--- src/rtl/lsu_mem_ctrl_if.sv ---
// Core-side request/response and data-memory port of the load/store unit.
// The LSU uses the slave view; the surrounding pipeline and memory use the master view.
interface lsu_mem_ctrl_if #(
  parameter int XLEN   = 64,
  parameter int ADDR_W = 64
);
  logic              req_valid;
  logic              req_ready;
  logic [ADDR_W-1:0] req_addr;
  logic              req_wen;
  logic [1:0]        req_size;
  logic              req_signed;
  logic [XLEN-1:0]   req_wdata;

  logic              resp_valid;
  logic              resp_ready;
  logic [XLEN-1:0]   resp_rdata;
  logic              resp_err;

  logic              mem_req_valid;
  logic              mem_req_ready;
  logic [ADDR_W-1:0] mem_addr;
  logic              mem_wen;
  logic [XLEN-1:0]   mem_wdata;
  logic [7:0]        mem_wmask;
  logic              mem_resp_valid;
  logic [XLEN-1:0]   mem_rdata;
  logic              mem_resp_err;

  modport slave (
    input  req_valid, req_addr, req_wen, req_size, req_signed, req_wdata,
    input  resp_ready,
    input  mem_req_ready, mem_resp_valid, mem_rdata, mem_resp_err,
    output req_ready, resp_valid, resp_rdata, resp_err,
    output mem_req_valid, mem_addr, mem_wen, mem_wdata, mem_wmask
  );

  modport master (
    output req_valid, req_addr, req_wen, req_size, req_signed, req_wdata,
    output resp_ready,
    output mem_req_ready, mem_resp_valid, mem_rdata, mem_resp_err,
    input  req_ready, resp_valid, resp_rdata, resp_err,
    input  mem_req_valid, mem_addr, mem_wen, mem_wdata, mem_wmask
  );
endinterface

--- src/rtl/lsu_mem_ctrl.sv ---
// Sequential load/store unit: one access at a time, aligned byte-masked memory port,
// size/sign-extended load data, misalignment and bus-timeout errors.
module lsu_mem_ctrl #(
  parameter int XLEN    = 64,
  parameter int ADDR_W  = 64,
  parameter int TIMEOUT = 255
) (
  input  logic          clock,
  input  logic          reset,
  lsu_mem_ctrl_if.slave bus
);

  typedef enum logic [1:0] {S_IDLE, S_REQ, S_WAIT, S_RESP} state_e;

  // Counter only has to reach TIMEOUT-1: the timeout fires on the last WAIT cycle.
  localparam int CNT_W = (TIMEOUT > 1) ? $clog2(TIMEOUT) : 1;
  localparam logic [CNT_W-1:0] CNT_LAST = CNT_W'((TIMEOUT > 0) ? TIMEOUT - 1 : 0);

  state_e            state_q, state_d;
  logic [ADDR_W-1:0] addr_q, addr_d;
  logic              wen_q, wen_d;
  logic [1:0]        size_q, size_d;
  logic              sgn_q, sgn_d;
  logic [XLEN-1:0]   wdata_q, wdata_d;
  logic [CNT_W-1:0]  cnt_q, cnt_d;
  logic [XLEN-1:0]   rdata_q, rdata_d;
  logic              err_q, err_d;

  logic [2:0]        off;
  logic              misaligned_in;
  logic [XLEN-1:0]   shifted;
  logic [XLEN-1:0]   load_ext;
  logic [7:0]        size_mask;

  always_comb begin
    off = addr_q[2:0];
    unique case (bus.req_size)
      2'd0:    misaligned_in = 1'b0;
      2'd1:    misaligned_in = bus.req_addr[0];
      2'd2:    misaligned_in = |bus.req_addr[1:0];
      default: misaligned_in = |bus.req_addr[2:0];
    endcase

    shifted = bus.mem_rdata >> {off, 3'b000};
    unique case (size_q)
      2'd0: begin
        load_ext  = {{(XLEN-8){sgn_q & shifted[7]}}, shifted[7:0]};
        size_mask = 8'h01;
      end
      2'd1: begin
        load_ext  = {{(XLEN-16){sgn_q & shifted[15]}}, shifted[15:0]};
        size_mask = 8'h03;
      end
      2'd2: begin
        load_ext  = {{(XLEN-32){sgn_q & shifted[31]}}, shifted[31:0]};
        size_mask = 8'h0F;
      end
      default: begin
        load_ext  = shifted;
        size_mask = 8'hFF;
      end
    endcase
  end

  // NOTE: every next-state signal gets its hold value first, so no path through
  // the case statement leaves one unassigned and no latch is inferred.
  always_comb begin
    state_d = state_q;
    addr_d  = addr_q;
    wen_d   = wen_q;
    size_d  = size_q;
    sgn_d   = sgn_q;
    wdata_d = wdata_q;
    cnt_d   = cnt_q;
    rdata_d = rdata_q;
    err_d   = err_q;
    case (state_q)
      S_IDLE: if (bus.req_valid) begin
        addr_d  = bus.req_addr;
        wen_d   = bus.req_wen;
        size_d  = bus.req_size;
        sgn_d   = bus.req_signed;
        wdata_d = bus.req_wdata;
        rdata_d = '0;
        err_d   = misaligned_in;
        state_d = misaligned_in ? S_RESP : S_REQ;
      end
      S_REQ: if (bus.mem_req_ready) begin
        cnt_d   = '0;
        state_d = S_WAIT;
      end
      S_WAIT: begin
        if (bus.mem_resp_valid) begin
          err_d   = bus.mem_resp_err;
          rdata_d = (wen_q || bus.mem_resp_err) ? '0 : load_ext;
          state_d = S_RESP;
        end else if (TIMEOUT != 0 && cnt_q == CNT_LAST) begin
          err_d   = 1'b1;
          rdata_d = '0;
          state_d = S_RESP;
        end else begin
          cnt_d = cnt_q + CNT_W'(1);
        end
      end
      S_RESP: if (bus.resp_ready) state_d = S_IDLE;
      default: state_d = S_IDLE;
    endcase
  end

  // NOTE: state registers use non-blocking assignments so every flop samples
  // the pre-edge value of its neighbours, independent of statement order.
  always_ff @(posedge clock) begin
    if (reset) begin
      state_q <= S_IDLE;
      addr_q  <= '0;
      wen_q   <= 1'b0;
      size_q  <= 2'd0;
      sgn_q   <= 1'b0;
      wdata_q <= '0;
      cnt_q   <= '0;
      rdata_q <= '0;
      err_q   <= 1'b0;
    end else begin
      state_q <= state_d;
      addr_q  <= addr_d;
      wen_q   <= wen_d;
      size_q  <= size_d;
      sgn_q   <= sgn_d;
      wdata_q <= wdata_d;
      cnt_q   <= cnt_d;
      rdata_q <= rdata_d;
      err_q   <= err_d;
    end
  end

  logic in_req;
  assign in_req = (state_q == S_REQ);

  assign bus.req_ready     = (state_q == S_IDLE);
  assign bus.resp_valid    = (state_q == S_RESP);
  assign bus.resp_rdata    = rdata_q;
  assign bus.resp_err      = err_q;
  assign bus.mem_req_valid = in_req;
  assign bus.mem_addr      = in_req ? {addr_q[ADDR_W-1:3], 3'b000} : '0;
  assign bus.mem_wen       = in_req & wen_q;
  assign bus.mem_wdata     = in_req ? (wdata_q << {off, 3'b000}) : '0;
  assign bus.mem_wmask     = (in_req && wen_q) ? (size_mask << off) : 8'h00;

endmodule

--- src/flat_wrapper.sv ---
// flat-port wrapper written by rule: the top's interface ports become plain ports
module lsu_mem_ctrl_flat 
#(
  parameter int XLEN    = 64,
  parameter int ADDR_W  = 64,
  parameter int TIMEOUT = 255
)
  (clock, reset, bus_req_valid, bus_req_addr, bus_req_wen, bus_req_size, bus_req_signed, bus_req_wdata, bus_resp_ready, bus_mem_req_ready, bus_mem_resp_valid, bus_mem_rdata, bus_mem_resp_err, bus_req_ready, bus_resp_valid, bus_resp_rdata, bus_resp_err, bus_mem_req_valid, bus_mem_addr, bus_mem_wen, bus_mem_wdata, bus_mem_wmask);
  lsu_mem_ctrl_if #(.XLEN(XLEN), .ADDR_W(ADDR_W)) bus_i ();
  input  logic clock;
  input  logic reset;
  input wire logic [$bits(bus_i.req_valid)-1:0] bus_req_valid;
  input wire logic [$bits(bus_i.req_addr)-1:0] bus_req_addr;
  input wire logic [$bits(bus_i.req_wen)-1:0] bus_req_wen;
  input wire logic [$bits(bus_i.req_size)-1:0] bus_req_size;
  input wire logic [$bits(bus_i.req_signed)-1:0] bus_req_signed;
  input wire logic [$bits(bus_i.req_wdata)-1:0] bus_req_wdata;
  input wire logic [$bits(bus_i.resp_ready)-1:0] bus_resp_ready;
  input wire logic [$bits(bus_i.mem_req_ready)-1:0] bus_mem_req_ready;
  input wire logic [$bits(bus_i.mem_resp_valid)-1:0] bus_mem_resp_valid;
  input wire logic [$bits(bus_i.mem_rdata)-1:0] bus_mem_rdata;
  input wire logic [$bits(bus_i.mem_resp_err)-1:0] bus_mem_resp_err;
  output wire logic [$bits(bus_i.req_ready)-1:0] bus_req_ready;
  output wire logic [$bits(bus_i.resp_valid)-1:0] bus_resp_valid;
  output wire logic [$bits(bus_i.resp_rdata)-1:0] bus_resp_rdata;
  output wire logic [$bits(bus_i.resp_err)-1:0] bus_resp_err;
  output wire logic [$bits(bus_i.mem_req_valid)-1:0] bus_mem_req_valid;
  output wire logic [$bits(bus_i.mem_addr)-1:0] bus_mem_addr;
  output wire logic [$bits(bus_i.mem_wen)-1:0] bus_mem_wen;
  output wire logic [$bits(bus_i.mem_wdata)-1:0] bus_mem_wdata;
  output wire logic [$bits(bus_i.mem_wmask)-1:0] bus_mem_wmask;
  assign bus_i.req_valid = bus_req_valid;
  assign bus_i.req_addr = bus_req_addr;
  assign bus_i.req_wen = bus_req_wen;
  assign bus_i.req_size = bus_req_size;
  assign bus_i.req_signed = bus_req_signed;
  assign bus_i.req_wdata = bus_req_wdata;
  assign bus_i.resp_ready = bus_resp_ready;
  assign bus_i.mem_req_ready = bus_mem_req_ready;
  assign bus_i.mem_resp_valid = bus_mem_resp_valid;
  assign bus_i.mem_rdata = bus_mem_rdata;
  assign bus_i.mem_resp_err = bus_mem_resp_err;
  assign bus_req_ready = bus_i.req_ready;
  assign bus_resp_valid = bus_i.resp_valid;
  assign bus_resp_rdata = bus_i.resp_rdata;
  assign bus_resp_err = bus_i.resp_err;
  assign bus_mem_req_valid = bus_i.mem_req_valid;
  assign bus_mem_addr = bus_i.mem_addr;
  assign bus_mem_wen = bus_i.mem_wen;
  assign bus_mem_wdata = bus_i.mem_wdata;
  assign bus_mem_wmask = bus_i.mem_wmask;
  lsu_mem_ctrl #(.XLEN(XLEN), .ADDR_W(ADDR_W), .TIMEOUT(TIMEOUT)) u_core (.clock(clock), .reset(reset), .bus(bus_i));
endmodule
--- config.mk ---
export PLATFORM = sky130hd
export DESIGN_NAME = lsu_mem_ctrl_flat
export DESIGN_NICKNAME = d
export VERILOG_FILES = /design/src/rtl/lsu_mem_ctrl_if.sv /design/src/rtl/lsu_mem_ctrl.sv /design/src/flat_wrapper.sv
export SDC_FILE = /design/constraint.sdc
export NUM_CORES = 1
export LEC_CHECK = 0
export CAP_MARGIN = 20
export CORE_MARGIN = 2
export CORE_UTILIZATION = 50
export CTS_CLUSTER_SIZE = 28
export DETAILED_ROUTE_END_ITERATION = 6
export PLACE_DENSITY = 0.87
export SKIP_CTS_REPAIR_TIMING = 1
export SYNTH_ARGS = -nofsm -noshare
export SYNTH_HDL_FRONTEND = slang
export SYNTH_SLANG_ARGS = --single-unit
--- constraint.sdc ---
create_clock -name clock -period 4.4 [get_ports clock]
set_input_delay 1.1 -clock clock [delete_from_list [all_inputs] [get_ports clock]]
set_output_delay 1.1 -clock clock [all_outputs]
set_load 0.02 [all_outputs]
==> impl_results.html, run 1 <==
<table>
<tr><th>Metric</th><th>Value</th></tr>
<tr><th colspan="2">GRT</th></tr>
<tr><td>Grt met1 use</td><td>39.9%</td></tr>
<tr><td>Initial antenna violation count</td><td>5</td></tr>
<tr><td>Total track usage</td><td>34.6%</td></tr>
<tr><td>Met2 usage in global routing</td><td>57.6%</td></tr>
<tr><td>Met3 demand-to-capacity share in global routing</td><td>9.91%</td></tr>
<tr><td>Gr busiest metal</td><td>met2</td></tr>
<tr><td>Number of global-route vias before repair</td><td>11,800</td></tr>
<tr><td>Overflow after GRT</td><td>0</td></tr>
<tr><td>Largest net degree at the start of global routing</td><td>96</td></tr>
<tr><td>First-pass GRT wire length</td><td>66.4 mm</td></tr>
<tr><th colspan="2">Die</th></tr>
<tr><td>Total Die Area</td><td>24,700 um^2</td></tr>
<tr><td>Number of placed I/O pins</td><td>408</td></tr>
<tr><td>Die extent in x</td><td>157 um</td></tr>
<tr><td>Number of standard-cell rows in the floorplan</td><td>56</td></tr>
<tr><td>Standard cell core area</td><td>23,300 um^2</td></tr>
<tr><td>Vertical die dimension</td><td>157 um</td></tr>
<tr><td>Initial core utilization</td><td>50.5%</td></tr>
<tr><th colspan="2">Cells and area</th></tr>
<tr><td>Area of combinational cells with multiple inputs</td><td>6960 um^2</td></tr>
<tr><td>Post-Layout Inst Area</td><td>16,600 um^2</td></tr>
<tr><td>Layout overhead on the synthesized area</td><td>41.1%</td></tr>
<tr><td>Nets@finish</td><td>1,949</td></tr>
<tr><td>Filler Cell Count</td><td>1,764</td></tr>
<tr><td>Final core utilization</td><td>71.3%</td></tr>
<tr><td>Sequential Area</td><td>4150 um^2</td></tr>
<tr><td>Ratio of cells with drive above 1 in the final layout</td><td>10.6%</td></tr>
<tr><td>Post-Layout Cell Count</td><td>2,079</td></tr>
<tr><th colspan="2">Routing</th></tr>
<tr><td>Average wire per standard cell</td><td>21.6 um</td></tr>
<tr><td>DRC violations left</td><td>7</td></tr>
<tr><td>Vias after detailed routing</td><td>12,400</td></tr>
<tr><td>Routed wire length</td><td>44.9 mm</td></tr>
<tr><td>1st-iter DRT viols</td><td>1,235</td></tr>
<tr><td>Residual antenna-violating net count after detailed routing</td><td>0</td></tr>
<tr><td>Via density per instance</td><td>5.98</td></tr>
<tr><td>Detailed-routing iteration count for the pre-antenna-repair pass</td><td>7</td></tr>
<tr><th colspan="2">STA</th></tr>
<tr><td>Hold Violations, Final</td><td>0</td></tr>
<tr><td>Final setup violating endpoints</td><td>0</td></tr>
<tr><td>Hold_ws</td><td>448 ps</td></tr>
<tr><td>Final worst clock skew</td><td>8.61 ps</td></tr>
<tr><td>Final min period</td><td>4110 ps</td></tr>
<tr><td>TNS Setup</td><td>0 ps</td></tr>
<tr><td>Setup WS post-layout</td><td>295 ps</td></tr>
<tr><td>Final critical-path share of the clock period</td><td>93.3%</td></tr>
<tr><td>Worst Max-Slew Pin Slew</td><td>1070 ps</td></tr>
<tr><td>Maximum clock frequency</td><td>0.244 GHz</td></tr>
<tr><td>RSZ-0062 raised after global routing</td><td>false</td></tr>
<tr><td>Final count of pins violating max slew</td><td>0</td></tr>
<tr><td>Worst relative slew slack</td><td>28.6%</td></tr>
<tr><th colspan="2">CTS</th></tr>
<tr><td>Clock slew at reported path FFs</td><td>60 ps</td></tr>
<tr><td>Cts bufs inserted</td><td>24</td></tr>
<tr><td>Maximum count of clock buffers along a single path</td><td>3</td></tr>
<tr><td>Maximum level of the CTS H-tree</td><td>1</td></tr>
<tr><td>TritonCTS clock tree</td><td>yes</td></tr>
<tr><td>Clock tree root buffer cell</td><td>sky130_fd_sc_hd__clkbuf_16</td></tr>
<tr><td>Clock Latency Late Sink</td><td>510 ps</td></tr>
<tr><td>Sinks on Clock Net</td><td>207</td></tr>
<tr><th colspan="2">Place</th></tr>
<tr><td>Port buffer count</td><td>404</td></tr>
<tr><td>DPL Wire Length</td><td>31.5 mm</td></tr>
<tr><td>Standard cell area after detailed placement</td><td>15,800 um^2</td></tr>
<tr><td>DP Worst Slack</td><td>859 ps</td></tr>
<tr><td>Total placed cells including tap cells</td><td>2,033</td></tr>
<tr><td>Gp weighted congestion</td><td>1.00</td></tr>
<tr><th colspan="2">Synthesis</th></tr>
<tr><td>Cell with the most instances after synthesis</td><td>sky130_fd_sc_hd__nand2_1</td></tr>
<tr><td>Share of the synthesized area in compound gates (AO/OA/AOI/OAI)</td><td>17.2%</td></tr>
<tr><td>Post-Syn Area per Cell</td><td>8.32 um^2</td></tr>
<tr><td>Synth Cell Area</td><td>11,800 um^2</td></tr>
<tr><td>Dominant combinational cell family by area after synthesis</td><td>simple AND/OR/NAND/NOR gates</td></tr>
<tr><td>Leading cell types by count after synthesis</td><td>sky130_fd_sc_hd__nand2_1 (334), sky130_fd_sc_hd__dfxtp_1 (207), sky130_fd_sc_hd__a21oi_1 (178), sky130_fd_sc_hd__and2_1 (90), sky130_fd_sc_hd__nor2_1 (90)</td></tr>
<tr><td>Synthesized flop and latch total</td><td>207</td></tr>
<tr><td>Number of synthesis warnings</td><td>0</td></tr>
<tr><td>Fraction of synthesized area in multiplexers</td><td>18.9%</td></tr>
<tr><td>Synth area leaders</td><td>sky130_fd_sc_hd__dfxtp_1 (35%), sky130_fd_sc_hd__nand2_1 (11%), sky130_fd_sc_hd__mux4_2 (10%), sky130_fd_sc_hd__a21oi_1 (7.6%), sky130_fd_sc_hd__mux2i_1 (5.5%)</td></tr>
<tr><td>Portion of synthesized cell area occupied by the leading cell type</td><td>35.3%</td></tr>
<tr><td>Largest area contributor in the synthesized netlist</td><td>sky130_fd_sc_hd__dfxtp_1</td></tr>
<tr><td>Number of different library cells in the post-synthesis netlist</td><td>62</td></tr>
<tr><td>FFs w/ async S/R, synth</td><td>0%</td></tr>
<tr><td>Fraction of the mapped netlist area in simple logic gates</td><td>21.9%</td></tr>
<tr><td>Adder and majority cell fraction of the synthesized area</td><td>0.639%</td></tr>
<tr><td>Cell count after synthesis</td><td>1,413</td></tr>
<tr><td>Number of synthesized flops with an enable pin</td><td>0</td></tr>
<tr><td>Post-Synth XOR/XNOR Area</td><td>0.373%</td></tr>
<tr><td>Proportion of synthesized chip area in sequential cells</td><td>35.3%</td></tr>
<tr><td>Commonest register cell after synthesis</td><td>sky130_fd_sc_hd__dfxtp_1</td></tr>
<tr><th colspan="2">Critical path</th></tr>
<tr><td>Critical path type</td><td>flop to output port</td></tr>
<tr><td>Worst Reg-to-Reg Cells</td><td>7</td></tr>
<tr><td>CP Data Arrival Time</td><td>3010 ps</td></tr>
<tr><td>CP peak stage delay</td><td>640 ps</td></tr>
<tr><td>Library cell contributing the largest single delay on the critical path</td><td>sky130_fd_sc_hd__clkdlybuf4s50_1</td></tr>
<tr><td>Worst Setup End Kind</td><td>output port</td></tr>
<tr><td>End of the worst register-to-register path</td><td>u_core.bus.resp_rdata[36]$_SDFFE_PP0P_</td></tr>
<tr><td>Critical Path Fanout Max</td><td>95</td></tr>
<tr><td>Worst path cell trace</td><td>buf_12 &gt; inv_1 &gt; buf_4 &gt; nand2_1 &gt; nor2_1 &gt; clkdlybuf4s50_1</td></tr>
<tr><td>Crit path launch type</td><td>flop</td></tr>
<tr><td>Internal reg-to-reg setup slack</td><td>1500 ps</td></tr>
<tr><td>Required time of the critical path</td><td>3300 ps</td></tr>
<tr><td>Startpoint of the most critical register-to-register path</td><td>u_core.addr_q[2]$_SDFFE_PP0P_</td></tr>
<tr><th colspan="2">Pwr</th></tr>
<tr><td>Switching portion of total power</td><td>38.1%</td></tr>
<tr><td>Portion of total power attributed to combinational logic</td><td>39.0%</td></tr>
<tr><td>Worst vdd rail ir drop</td><td>0.354 mV</td></tr>
<tr><td>Switching power total</td><td>2.71 mW</td></tr>
<tr><td>Share of total power in the clock network</td><td>27.8%</td></tr>
<tr><td>Total Power Consumption</td><td>7.13 mW</td></tr>
<tr><td>Power Dens Cells</td><td>430 nW/um^2</td></tr>
<tr><td>Register share of total power</td><td>33.2%</td></tr>
<tr><td>Internal power of the cells</td><td>4.41 mW</td></tr>
<tr><td>Static Leakage</td><td>6.17 nW</td></tr>
<tr><th colspan="2">Outcome</th></tr>
<tr><td>Failing checks</td><td>DRC</td></tr>
<tr><td>Run status</td><td>finished with violations</td></tr>
<tr><th colspan="2">Hold path</th></tr>
<tr><td>Hold depth</td><td>2</td></tr>
<tr><td>Worst Min Path Start</td><td>u_core.addr_q[39]$_SDFFE_PP0P_</td></tr>
<tr><td>Hold endpoint</td><td>u_core.addr_q[39]$_SDFFE_PP0P_</td></tr>
<tr><td>HP Class</td><td>flop to flop</td></tr>
<tr><th colspan="2">Run</th></tr>
<tr><td>Maximum capacitance violations</td><td>0</td></tr>
</table>
how the worst max path moves through the flow:
stage                             startpoint           endpoint  cells after the start
3_5_place_dp   u_core.addr_q[0]$_SDFFE_PP0P_   bus_mem_wmask[5]                      5
4_1_cts        u_core.addr_q[0]$_SDFFE_PP0P_   bus_mem_wmask[5]                      5
3_3_place_gp   u_core.addr_q[0]$_SDFFE_PP0P_   bus_mem_wmask[6]                      6
5_1_grt        u_core.addr_q[0]$_SDFFE_PP0P_   bus_mem_wmask[5]                      5
2_1_floorplan  u_core.addr_q[1]$_SDFFE_PP0P_   bus_mem_wmask[5]                      7
6_report       u_core.addr_q[1]$_SDFFE_PP0P_  bus_mem_wdata[13]                      6
state kept, by name (all words and copies together) (netlist names):
signal                 count
u_core.addr_q             64
u_core.sgn_q               1
u_core.cnt_q               8
u_core.state_q             2
u_core.size_q              2
u_core.wdata_q            64
u_core.bus.resp_rdata     64
u_core.wen_q               1
u_core.bus.resp_err        1
logic make-up after synthesis:
kind of cell    count (synthesis)
simple gates                  578
compound gates                325
flops                         207
mux                           150
buf+inv                       141
fa+ha+maj                       6
xor+xnor                        5
other cells                     1
critical path, delay by kind of cell, from the launching register on:
kind | cells | cell delay (ps)
buffers and inverters | 4 | 1410
AND/OR/NAND/NOR | 2 | 710
flip-flops | 1 | 350
routing by layer:
layer / vias up / part of all wire, %
li1: 5549 / -
met3: 186 / 11
met1: 5872 / 35
met4: 6 / 6.3
met5: - / 0.098
met2: 829 / 47
cells in the final DEF (no fill, tap or decap), types with 2 or more instances in the layout:
cell / netlist / final
sky130_fd_sc_hd__o21ai_0: 44 / 44
sky130_fd_sc_hd__xnor2_1: 5 / 5
sky130_fd_sc_hd__buf_12: 0 / 3
sky130_fd_sc_hd__ha_1: 6 / 5
sky130_fd_sc_hd__mux4_2: 54 / 54
sky130_fd_sc_hd__nand2b_1: 2 / 2
sky130_fd_sc_hd__a22o_1: 8 / 8
sky130_fd_sc_hd__and2_1: 90 / 89
sky130_fd_sc_hd__a211oi_1: 13 / 13
sky130_fd_sc_hd__buf_4: 8 / 18
sky130_fd_sc_hd__conb_1: 1 / 3
sky130_fd_sc_hd__nor2_1: 90 / 90
sky130_fd_sc_hd__mux2i_1: 64 / 64
sky130_fd_sc_hd__o21ba_2: 7 / 7
sky130_fd_sc_hd__dfxtp_1: 207 / 204
sky130_fd_sc_hd__clkbuf_8: 1 / 4
sky130_fd_sc_hd__a21oi_1: 178 / 177
sky130_fd_sc_hd__inv_1: 15 / 15
sky130_fd_sc_hd__clkinv_2: 0 / 6
sky130_fd_sc_hd__clkbuf_1: 77 / 7
sky130_fd_sc_hd__clkdlybuf4s50_1: 0 / 403
sky130_fd_sc_hd__clkbuf_16: 0 / 25
sky130_fd_sc_hd__o21ai_1: 2 / 2
sky130_fd_sc_hd__nor2b_1: 28 / 27
sky130_fd_sc_hd__a211o_1: 9 / 9
sky130_fd_sc_hd__nor3_1: 3 / 3
sky130_fd_sc_hd__and3_1: 12 / 12
sky130_fd_sc_hd__a221o_2: 16 / 16
sky130_fd_sc_hd__a2bb2oi_1: 7 / 7
sky130_fd_sc_hd__o22ai_1: 9 / 9
sky130_fd_sc_hd__nand2_1: 334 / 333
sky130_fd_sc_hd__nand3_1: 8 / 8
sky130_fd_sc_hd__dfxtp_4: 0 / 2
sky130_fd_sc_hd__a22oi_1: 16 / 16
sky130_fd_sc_hd__o211a_1: 2 / 2
sky130_fd_sc_hd__diode_2: 0 / 2
sky130_fd_sc_hd__mux2_2: 32 / 32
sky130_fd_sc_hd__nand3b_1: 3 / 3
sky130_fd_sc_hd__or2_2: 2 / 2
power by group through the flow:
stage / sequential (mW) / clock (mW) / combinational [mW]
after floorplan: 2.28 / 0 / 1.85
final: 2.36 / 1.98 / 2.78
after detailed placement: 2.39 / 0 / 2.71
after global routing: 2.39 / 2.08 / 2.97
after global placement: 2.38 / 0 / 2.66
after CTS: 2.35 / 2.01 / 2.73
final cells by class:
class                      instances  area share (%)
timing repair buffer             424            25.5
sequential                       207            25.0
tap                              319            2.41
clock inverter                     8           0.415
inverter                          16           0.362
clock buffer                      36            4.26
multi-input combinational       1067            42.0
antenna                            2          0.0302
No activity file was read; power rests on OpenSTA's default activity.
==> run 2: changes to the inputs <==
--- a/config.mk
+++ b/config.mk
@@ -10,6 +10,8 @@
 export CORE_UTILIZATION = 50
 export CTS_CLUSTER_SIZE = 28
 export DETAILED_ROUTE_END_ITERATION = 6
+export GPL_ROUTABILITY_DRIVEN = 0
+export HOLD_SLACK_MARGIN = 0.03
 export PLACE_DENSITY = 0.87
 export SKIP_CTS_REPAIR_TIMING = 1
 export SYNTH_ARGS = -nofsm -noshare
==> run 2 against run 1 <==
Compared with the run above:
- the flow now finishes without violations
- core utilization increased by 0.24 points
- sequential share of layout area decreased by 0.085 points
- critical path depth decreased by 1
- register-to-register slack improved by 50 ps
- worst hold slack about the same
- cell area increased by 0.34%
- fmax decreased by 2.1%
- via count decreased by 0.63%
- final cell count increased by 0.14%
- count of clock-buffer cells in the layout decreased by 3
- wire length about the same
- first-iteration DRC count increased by 14%
- critical endpoint is now bus_mem_wdata[41]
==> impl_results.html, run 2 (synthesized netlist as in run 1, its figures left out) <==
<table>
<tr><th>Metric</th><th>Value</th></tr>
<tr><th colspan="2">STA</th></tr>
<tr><td>Hold_ws</td><td>449 ps (+0.185 ps)</td></tr>
<tr><td>Worst relative slew slack</td><td>27.2% (-1.4 points)</td></tr>
<tr><td>Hold Violations, Final</td><td>0 (unchanged)</td></tr>
<tr><td>Final setup violating endpoints</td><td>0 (unchanged)</td></tr>
<tr><td>Final critical-path share of the clock period</td><td>95.3% (+2.0 points)</td></tr>
<tr><td>Final min period</td><td>4190 ps (+86.0 ps)</td></tr>
<tr><td>Final worst clock skew</td><td>16.6 ps (+7.94 ps)</td></tr>
<tr><td>Maximum clock frequency</td><td>0.239 GHz (-2.1%)</td></tr>
<tr><td>RSZ-0062 raised after global routing</td><td>false</td></tr>
<tr><td>Worst Max-Slew Pin Slew</td><td>1090 ps (+21.3 ps)</td></tr>
<tr><td>TNS Setup</td><td>0 ps (unchanged)</td></tr>
<tr><td>Final count of pins violating max slew</td><td>0 (unchanged)</td></tr>
<tr><th colspan="2">Place</th></tr>
<tr><td>DPL Wire Length</td><td>31.9 mm (+1.3%)</td></tr>
<tr><td>Port buffer count</td><td>404 (unchanged)</td></tr>
<tr><td>Total placed cells including tap cells</td><td>2,033 (unchanged)</td></tr>
<tr><th colspan="2">CTS</th></tr>
<tr><td>Maximum count of clock buffers along a single path</td><td>3 (unchanged)</td></tr>
<tr><td>Clock Latency Late Sink</td><td>520 ps (about the same)</td></tr>
<tr><td>TritonCTS clock tree</td><td>yes</td></tr>
<tr><td>Sinks on Clock Net</td><td>207 (unchanged)</td></tr>
<tr><td>Clock tree root buffer cell</td><td>sky130_fd_sc_hd__clkbuf_16</td></tr>
<tr><td>Clock slew at reported path FFs</td><td>60 ps (about the same)</td></tr>
<tr><td>Maximum level of the CTS H-tree</td><td>1 (unchanged)</td></tr>
<tr><td>Cts bufs inserted</td><td>24 (unchanged)</td></tr>
<tr><th colspan="2">Cells and area</th></tr>
<tr><td>Nets@finish</td><td>1,950 (+0.051%)</td></tr>
<tr><td>Most common library cell in the layout ignoring fill and taps</td><td>sky130_fd_sc_hd__clkdlybuf4s50_1</td></tr>
<tr><td>Highest-count cells in the layout ignoring fill and taps</td><td>sky130_fd_sc_hd__clkdlybuf4s50_1 (403), sky130_fd_sc_hd__nand2_1 (333), sky130_fd_sc_hd__dfxtp_1 (204), sky130_fd_sc_hd__a21oi_1 (177), sky130_fd_sc_hd__nor2_1 (90)</td></tr>
<tr><td>Final core utilization</td><td>71.5% (+0.24 points)</td></tr>
<tr><td>Sequential Area</td><td>4150 um^2 (unchanged)</td></tr>
<tr><td>Ratio of cells with drive above 1 in the final layout</td><td>10.9% (+0.22 points)</td></tr>
<tr><td>Filler Cell Count</td><td>1,766 (+0.11%)</td></tr>
<tr><td>Layout overhead on the synthesized area</td><td>41.6%</td></tr>
<tr><td>Post-Layout Cell Count</td><td>2,082 (+0.14%)</td></tr>
<tr><td>Area of combinational cells with multiple inputs</td><td>6960 um^2 (unchanged)</td></tr>
<tr><th colspan="2">GRT</th></tr>
<tr><td>Overflow after GRT</td><td>0 (unchanged)</td></tr>
<tr><td>First-pass GRT wire length</td><td>66.1 mm (-0.56%)</td></tr>
<tr><td>Initial antenna violation count</td><td>5 (unchanged)</td></tr>
<tr><td>Total track usage</td><td>34.4% (-0.18 points)</td></tr>
<tr><td>Largest net degree at the start of global routing</td><td>92 (-4.2%)</td></tr>
<tr><td>Number of global-route vias before repair</td><td>11,700 (-1.3%)</td></tr>
<tr><th colspan="2">Run</th></tr>
<tr><td>Maximum capacitance violations</td><td>0 (unchanged)</td></tr>
<tr><th colspan="2">Routing</th></tr>
<tr><td>1st-iter DRT viols</td><td>1,405 (+14%)</td></tr>
<tr><td>Via density per instance</td><td>5.94 (-0.77%)</td></tr>
<tr><td>DRC violations left</td><td>0 (-7)</td></tr>
<tr><td>Detailed-routing iteration count for the pre-antenna-repair pass</td><td>6 (-1)</td></tr>
<tr><td>Routed wire length</td><td>44.9 mm (about the same)</td></tr>
<tr><td>Vias after detailed routing</td><td>12,400 (-0.63%)</td></tr>
<tr><td>Residual antenna-violating net count after detailed routing</td><td>0 (unchanged)</td></tr>
<tr><td>Average wire per standard cell</td><td>21.6 um (-0.18%)</td></tr>
<tr><th colspan="2">Critical path</th></tr>
<tr><td>Critical Path Fanout Max</td><td>24 (-75%)</td></tr>
<tr><td>Crit path launch type</td><td>flop</td></tr>
<tr><td>CP Data Arrival Time</td><td>3090 ps (+80 ps)</td></tr>
<tr><td>Required time of the critical path</td><td>3300 ps (about the same)</td></tr>
<tr><td>Worst Setup End Kind</td><td>output port</td></tr>
<tr><td>Critical path type</td><td>flop to output port</td></tr>
<tr><th colspan="2">Pwr</th></tr>
<tr><td>Power Dens Cells</td><td>434 nW/um^2 (+0.95%)</td></tr>
<tr><td>Static Leakage</td><td>6.19 nW (+0.30%)</td></tr>
<tr><td>Worst vdd rail ir drop</td><td>0.290 mV (-18%)</td></tr>
<tr><th colspan="2">Die</th></tr>
<tr><td>Standard cell core area</td><td>23,300 um^2 (unchanged)</td></tr>
<tr><td>Vertical die dimension</td><td>157 um (unchanged)</td></tr>
<tr><td>Number of standard-cell rows in the floorplan</td><td>56 (unchanged)</td></tr>
<tr><td>Total Die Area</td><td>24,700 um^2 (unchanged)</td></tr>
<tr><td>Number of placed I/O pins</td><td>408 (unchanged)</td></tr>
<tr><td>Die extent in x</td><td>157 um (unchanged)</td></tr>
<tr><td>Initial core utilization</td><td>50.5% (unchanged)</td></tr>
<tr><th colspan="2">Outcome</th></tr>
<tr><td>Run status</td><td>completed</td></tr>
<tr><th colspan="2">Hold path</th></tr>
<tr><td>HP Class</td><td>flop to flop</td></tr>
</table>
-- run 2: worst paths after layout --
kind,start,end,slack (ps),depth (start not counted)
min,u_core.addr_q[40]$_SDFFE_PP0P_,u_core.addr_q[40]$_SDFFE_PP0P_,450,2
max reg2reg,u_core.addr_q[2]$_SDFFE_PP0P_,u_core.bus.resp_rdata[21]$_SDFFE_PP0P_,1550,5
min reg2reg,u_core.addr_q[40]$_SDFFE_PP0P_,u_core.addr_q[40]$_SDFFE_PP0P_,450,2
max,u_core.addr_q[2]$_SDFFE_PP0P_,bus_mem_wdata[41],210,5
-- run 2: critical path, cell delays in order (launching register included) --
cell                              delay, ps
sky130_fd_sc_hd__dfxtp_2                450
sky130_fd_sc_hd__buf_4                  300
sky130_fd_sc_hd__nor2_1                 760
sky130_fd_sc_hd__a22oi_1                210
sky130_fd_sc_hd__nor2b_1                160
sky130_fd_sc_hd__clkdlybuf4s50_1        690
-- run 2: layout make-up --
cell class                 count  area share (%)
multi-input combinational   1067            41.8
tap                          319            2.40
antenna                        4          0.0602
timing repair buffer         425            25.5
clock inverter                11           0.677
inverter                      16           0.361
clock buffer                  33            4.25
sequential                   207            25.0
-- run 2: report_power, final --
part	internal [mW]	switching [mW]
combinational	1.13	1.64
clock	1.24	0.837
sequential	2.11	0.260
-- run 2: stage by stage --
step	cell area (um^2)	power (mW)	setup slack, ps
floorplan	11800	4.14	946
global placement	15800	5.02	751
detailed placement	15800	5.10	679
CTS	16600	7.17	128
global route	16600	7.53	101
finish	16600	7.22	209
-- run 2: layer usage --
layer	wire length (um)	global-route usage [%]
met5	23	0
met4	3130	22.5
met3	4690	7.76
met2	20700	55.4
met1	16400	41.4
